`config.mk`:
```
export PLATFORM = sky130hd
export DESIGN_NAME = fft_twiddle_ctrl
export DESIGN_NICKNAME = d
export VERILOG_FILES = /design/src/rtl/fft_twiddle_ctrl_pkg.sv /design/src/rtl/fft_addr_pipe.sv /design/src/rtl/fft_twiddle_ctrl.sv
export SDC_FILE = /design/constraint.sdc
export NUM_CORES = 1
export LEC_CHECK = 0
export ABC_CLOCK_PERIOD_IN_PS = 3100
export BUFFER_PORTS_ARGS = -buffer_cell sky130_fd_sc_hd__buf_2
export CAP_MARGIN = 20
export CORE_UTILIZATION = 40
export CTS_CLUSTER_DIAMETER = 80
export CTS_CLUSTER_SIZE = 28
export DETAILED_ROUTE_END_ITERATION = 10
export SYNTH_ARGS = -nofsm -noshare
export SYNTH_HDL_FRONTEND = slang
export SYNTH_SLANG_ARGS = --single-unit
```
`constraint.sdc`:
```
create_clock -name clk -period 3.1 [get_ports clk]
set_input_delay 0.62 -clock clk [delete_from_list [all_inputs] [get_ports clk]]
set_output_delay 0.62 -clock clk [all_outputs]
set_load 0.05 [all_outputs]
```
`src/rtl/fft_twiddle_ctrl_pkg.sv`:
```
// fft_twiddle_ctrl_pkg: build switches and butterfly address helpers
// shared by the FFT sequencer and its write-back delay line.
`ifndef ON
`define ON 1
`endif
`ifndef OFF
`define OFF 0
`endif
`ifndef CLOCK_UP
`define CLOCK_UP `ON
`endif

package fft_twiddle_ctrl_pkg;

   // Lower operand index of butterfly k in stage s (in-place DIT).
   function automatic int unsigned bf_lo(int unsigned s,
                                         int unsigned k);
      int unsigned msk;
      msk = (32'd1 << s) - 32'd1;
      return ((k >> s) << (s + 32'd1)) | (k & msk);
   endfunction

   // Twiddle ROM index: position within the group, scaled to N/2.
   function automatic int unsigned bf_tw(int unsigned lg,
                                         int unsigned s,
                                         int unsigned k);
      int unsigned msk;
      msk = (32'd1 << s) - 32'd1;
      return (k & msk) << (lg - 32'd1 - s);
   endfunction

endpackage

```
`src/rtl/fft_addr_pipe.sv`:
```
// fft_addr_pipe: fixed-depth delay line carrying issue strobe and
// operand addresses so they line up with butterfly results.
module fft_addr_pipe
   import fft_twiddle_ctrl_pkg::*;
#(
   parameter int DEPTH = 3,
   parameter int AW    = 3
) (
   input  logic          clk,
   input  logic          rst,
   input  logic          in_valid,
   input  logic [AW-1:0] in_a,
   input  logic [AW-1:0] in_b,
   output logic          out_valid,
   output logic [AW-1:0] out_a,
   output logic [AW-1:0] out_b
);

   logic [DEPTH-1:0]         v_q;
   logic [DEPTH-1:0][AW-1:0] a_q;
   logic [DEPTH-1:0][AW-1:0] b_q;

   // Shift every cycle; reset flushes any pending write-back.
   always_ff @(posedge clk or posedge rst) begin
      if (rst) begin
         v_q <= '0;
         a_q <= '0;
         b_q <= '0;
      end else begin
         v_q[0] <= in_valid;
         a_q[0] <= in_a;
         b_q[0] <= in_b;
         for (int i = 1; i < DEPTH; i++) begin
            v_q[i] <= v_q[i-1];
            a_q[i] <= a_q[i-1];
            b_q[i] <= b_q[i-1];
         end
      end
   end

   assign out_valid = v_q[DEPTH-1];
   assign out_a     = a_q[DEPTH-1];
   assign out_b     = b_q[DEPTH-1];

endmodule

```
`src/rtl/fft_twiddle_ctrl.sv`:
```
// fft_twiddle_ctrl: stage/butterfly sequencer for an in-place radix-2
// DIT FFT; issues one butterfly per cycle and drains between stages.
module fft_twiddle_ctrl
   import fft_twiddle_ctrl_pkg::*;
#(
   parameter  int LOG2N   = 3,
   parameter  int RD_LAT  = 1,
   parameter  int MUL_LAT = (`CLOCK_UP == `ON) ? 1 : 0,
   parameter  int BF_LAT  = 1,
   localparam int PIPE    = RD_LAT + MUL_LAT + BF_LAT,
   localparam int SW      = (LOG2N > 1) ? $clog2(LOG2N) : 1
) (
   input  logic             clk,
   input  logic             rst,
   input  logic             start,
   input  logic             hold,
   output logic             busy,
   output logic             done,
   output logic [SW-1:0]    stage,
   output logic             rd_en,
   output logic [LOG2N-1:0] rd_addr_a,
   output logic [LOG2N-1:0] rd_addr_b,
   output logic [LOG2N-2:0] tw_addr,
   output logic             wr_en,
   output logic [LOG2N-1:0] wr_addr_a,
   output logic [LOG2N-1:0] wr_addr_b
);

   localparam int KW = LOG2N - 1;
   localparam int TW = LOG2N - 1;
   localparam int DW = $clog2(PIPE + 1);

   localparam logic [KW-1:0] KLAST = '1;
   localparam logic [DW-1:0] DLAST = DW'(PIPE - 1);
   localparam logic [SW-1:0] SLAST = SW'(LOG2N - 1);

   typedef enum logic [1:0] {
      S_IDLE,
      S_RUN,
      S_DRAIN,
      S_DONE
   } state_t;

   state_t        state, state_n;
   logic [SW-1:0] s, s_n;
   logic [KW-1:0] k, k_n;
   logic [DW-1:0] d, d_n;
   logic          issue;

   logic [LOG2N-1:0] a_n;
   logic [LOG2N-1:0] b_n;
   logic [TW-1:0]    tw_n;

   // State and loop counters.
   always_ff @(posedge clk or posedge rst) begin
      if (rst) begin
         state <= S_IDLE;
         s     <= '0;
         k     <= '0;
         d     <= '0;
      end else begin
         state <= state_n;
         s     <= s_n;
         k     <= k_n;
         d     <= d_n;
      end
   end

   // Next state: issue unless held, then drain PIPE cycles per stage.
   always_comb begin
      state_n = state;
      s_n     = s;
      k_n     = k;
      d_n     = d;
      issue   = 1'b0;
      unique case (state)
         S_IDLE: begin
            if (start) begin
               state_n = S_RUN;
               s_n     = '0;
               k_n     = '0;
            end
         end
         S_RUN: begin
            if (!hold) begin
               issue = 1'b1;
               k_n   = k + KW'(1);
               if (k == KLAST) begin
                  state_n = S_DRAIN;
                  k_n     = '0;
                  d_n     = '0;
               end
            end
         end
         S_DRAIN: begin
            d_n = d + DW'(1);
            if (d == DLAST) begin
               d_n = '0;
               if (s == SLAST) begin
                  state_n = S_DONE;
               end else begin
                  state_n = S_RUN;
                  s_n     = s + SW'(1);
                  k_n     = '0;
               end
            end
         end
         S_DONE: begin
            state_n = S_IDLE;
         end
         default: begin
            state_n = S_IDLE;
         end
      endcase
   end

   // Operand and twiddle addresses for butterfly k of stage s.
   always_comb begin
      a_n  = LOG2N'(bf_lo(32'(s), 32'(k)));
      b_n  = a_n | (LOG2N'(1) << s);
      tw_n = TW'(bf_tw(LOG2N, 32'(s), 32'(k)));
   end

   // Registered outputs; addresses hold between issues.
   always_ff @(posedge clk or posedge rst) begin
      if (rst) begin
         busy      <= 1'b0;
         done      <= 1'b0;
         stage     <= '0;
         rd_en     <= 1'b0;
         rd_addr_a <= '0;
         rd_addr_b <= '0;
         tw_addr   <= '0;
      end else begin
         busy  <= (state == S_RUN) || (state == S_DRAIN);
         done  <= (state == S_DONE);
         stage <= s;
         rd_en <= issue;
         if (issue) begin
            rd_addr_a <= a_n;
            rd_addr_b <= b_n;
            tw_addr   <= tw_n;
         end
      end
   end

   fft_addr_pipe #(
      .DEPTH (PIPE),
      .AW    (LOG2N)
   ) u_pipe (
      .clk       (clk),
      .rst       (rst),
      .in_valid  (rd_en),
      .in_a      (rd_addr_a),
      .in_b      (rd_addr_b),
      .out_valid (wr_en),
      .out_a     (wr_addr_a),
      .out_b     (wr_addr_b)
   );

endmodule

```
==> summary.md <==
| Metric | Value |
|---|---|
| Yosys reg bits | `42` |
| Core Util, Final | `49.8%` |
| RSZ-0062 raised after global routing | `no` |
| Flop pwr share | `40.2%` |
| Psw | `0.941 mW` |
| Synth top area cells | `dfrtp_1, ha_1, buf_4` |
| ANT nets after route | `0` |
| Initial antenna violation count | `0` |
| # hold bufs at CTS | `0` |
| Final min period | `2.05 ns` |
| DRT Wirelength | `2530 um` |
| CTS tree | `done` |
| Worst skew pair latency | `0.29 ns` |
| IO Port Bufs | `23` |
| Power share of the clock group | `19.6%` |
| Via count | `943` |
| Post-synthesis async set-or-reset flop share | `100%` |
| Worst min path class | `flop to flop` |
| Worst-margin pin slew | `0.779 ns` |
| Ant diodes | `0` |
| Final period util | `66.0%` |
| Area grow syn2layout | `15.6%` |
| Status | `completed` |
| Combinational Power Share | `40.2%` |
| Net count after synthesis | `139` |
| Post-synth EDFFs | `0` |
| Die width | `65.7 um` |
| Final setup fails | `0` |
| Sw Ratio | `42.7%` |
| Worst Setup Start Kind | `flop` |
| Largest net degree at the start of global routing | `25` |
| Arrival time worst endpoint | `2.28 ns` |
| Setup TNS | `0 ns` |
| First-pass GRT wire length | `4650 um` |
| Avg Inst Size Synth | `13.0 sq um` |
| Placeable Area | `3770 sq um` |
| Post-synth cell types | `33` |
| CTS clk-pin slew, worst paths | `0.08 ns` |
| Post-synth top cells | `dfrtp_1, nor2_1, ha_1` |
| Die H | `65.7 um` |
| Initial Utilization | `43.1%` |
| Root buffer cell | `clkbuf_8` |
| Dominant synthesized flop cell | `dfrtp_1` |
| Cells after Synth | `125` |
| Vias in the first global route | `1016` |
| Seq/Total Area, Yosys | `64.7%` |
| I/O Pins | `24` |
| Clock Tree Buf Depth | `2` |
| Max_cap viols | `0` |
| Fin. Hold Viols | `0` |
| Drt pass-1 iters | `4` |
| Post-DR wirelength/cell | `12.8 um` |
| Post-CTS Setup Bufs | `0` |
| Worst Skew | `0.00290 ns` |
| Layout Nets | `162` |
| Cell Area, Synth | `1620 sq um` |
| Top-count cell post-synth | `dfrtp_1` |
| DR DRC count | `0` |
| Number of fillers in the final layout | `336` |
| Starting DRT DRC Count | `42` |
| Worst Path Required | `3.34 ns` |
| Share of cells above drive strength 1 | `26.8%` |
| Max-slew violation count | `0` |
| Peak VDD IR | `659 uV` |
| Max Clk Rate | `489 MHz` |
| Synth area leader | `dfrtp_1` |
| # H-tree levels | `2` |
| Int Pwr | `1.26 mW` |
| Crit end category | `flop` |
| CTS Sinks | `42` |
| YS warnings | `0` |
| GPL Wtd Cong | `0.756` |
| Vias per cell | `4.79` |
| Kind of critical path | `flop to flop` |
| Pwr Density | `1170 nW/um^2` |
| Power Total | `2.20 mW` |
| Critical path peak fanout | `10` |
| CTS Buf Count | `5` |
| Synth top area share | `64.7%` |
| Num rows | `22` |
| Pleak | `0.924 nW` |
| Die area | `4320 sq um` |
| HPWL Detailed | `1800 um` |
| Post-cts gate resize count | `0` |
| Worst slew margin | `48.0%` |
| Gr ovfl total | `0` |
| Total track usage | `15.0%` |
[worst paths after layout]
check	start	endpoint	slack, ns	cells after the start
max in group asynchronous	rst	u_pipe.b_q[5]	2.06	3
worst min register to register	u_pipe.v_q[0]	u_pipe.v_q[1]	0.35	0
worst max-delay path	s[0]	k[1]	1.05	6
min in group asynchronous	rst	u_pipe.out_b[0]	0.46	2
worst max register to register	s[0]	k[1]	1.05	6
worst min-delay path	u_pipe.v_q[0]	u_pipe.v_q[1]	0.35	0
[critical path, stage by stage (launching register included)]
cell	delay [ns]
dfrtp_1	0.55
inv_1	0.16
ha_1	0.22
or3b_1	0.42
a21oi_2	0.23
nor3b_2	0.23
a22o_2	0.17
[cell type report]
type / instances / area [sq um] / share of cell area [%]
clock buffers: 5 / 68.8 / 3.67
clock inverters: 3 / 43.8 / 2.33
inverters: 9 / 33.8 / 1.80
multi-input cells: 66 / 484 / 25.8
flip-flops and latches: 42 / 1050 / 56.0
well taps: 48 / 60.1 / 3.20
repair buffers: 24 / 135 / 7.20
[power groups by stage]
stage / sequential [mW] / combinational, mW / clock (mW)
floorplan: 1.11 / 0.527 / 0
global placement: 0.891 / 0.877 / 0
detailed placement: 0.903 / 0.890 / 0
CTS: 0.892 / 0.893 / 0.446
global route: 0.925 / 0.966 / 0.475
finish: 0.886 / 0.886 / 0.431
[through the flow]
step / instances / area [sq um] / setup slack, ns / hold slack [ns]
6_report: 197 / 1880 / 1.05 / 0.351
4_1_cts: 197 / 1880 / 1.07 / 0.353
2_1_floorplan: 125 / 1620 / 1.26 / 0.331
3_5_place_dp: 189 / 1760 / 1.10 / 0.335
5_1_grt: 197 / 1880 / 0.909 / 0.361
3_3_place_gp: 189 / 1760 / 1.17 / 0.333
[sequential cells by signal, indices dropped and copies added, names as in the netlist]
name and count:
u_pipe.a_q 6, stage 2, rd_addr_b 3, s 2
u_pipe.out_a 3, rd_addr_a 3, state 2, u_pipe.v_q 3
k 2, tw_addr 2, u_pipe.out_b 3, busy 1
done 1, d 2, u_pipe.b_q 6, rd_en 1
[placed cells by master (no fill, tap or decap), types with 2 or more instances in the layout]
master	netlist	layout
mux2_2	2	2
nand2b_1	3	3
nand2_1	9	9
ha_1	10	10
buf_2	2	23
o41ai_1	3	3
a221oi_1	2	2
a21oi_1	3	3
nor2_1	11	11
a22o_2	2	2
clkbuf_8	0	5
inv_1	9	9
dfrtp_1	42	42
nor2b_1	2	2
[per-layer routing]
| metal | share of wire, % | track usage (%) |
|---|---|---|
| met5 | 0 | 0 |
| met4 | 2.3 | 9.78 |
| met3 | 5.3 | 4.51 |
| met2 | 50 | 24.6 |
| met1 | 43 | 16.6 |
[kinds of logic after synthesis]
family / count (synthesis) / share of synthesized area [%]
buffers and inverters: 17 / 5.47
flip-flops: 42 / 64.7
adder cells (fa/ha/maj): 10 / 7.70
XOR/XNOR: 1 / 0.539
AO/OA/AOI/OAI: 21 / 10.2
AND/OR/NAND/NOR: 31 / 9.40
multiplexers: 3 / 2.00
Note: power is estimated with default switching activity, not from simulation.
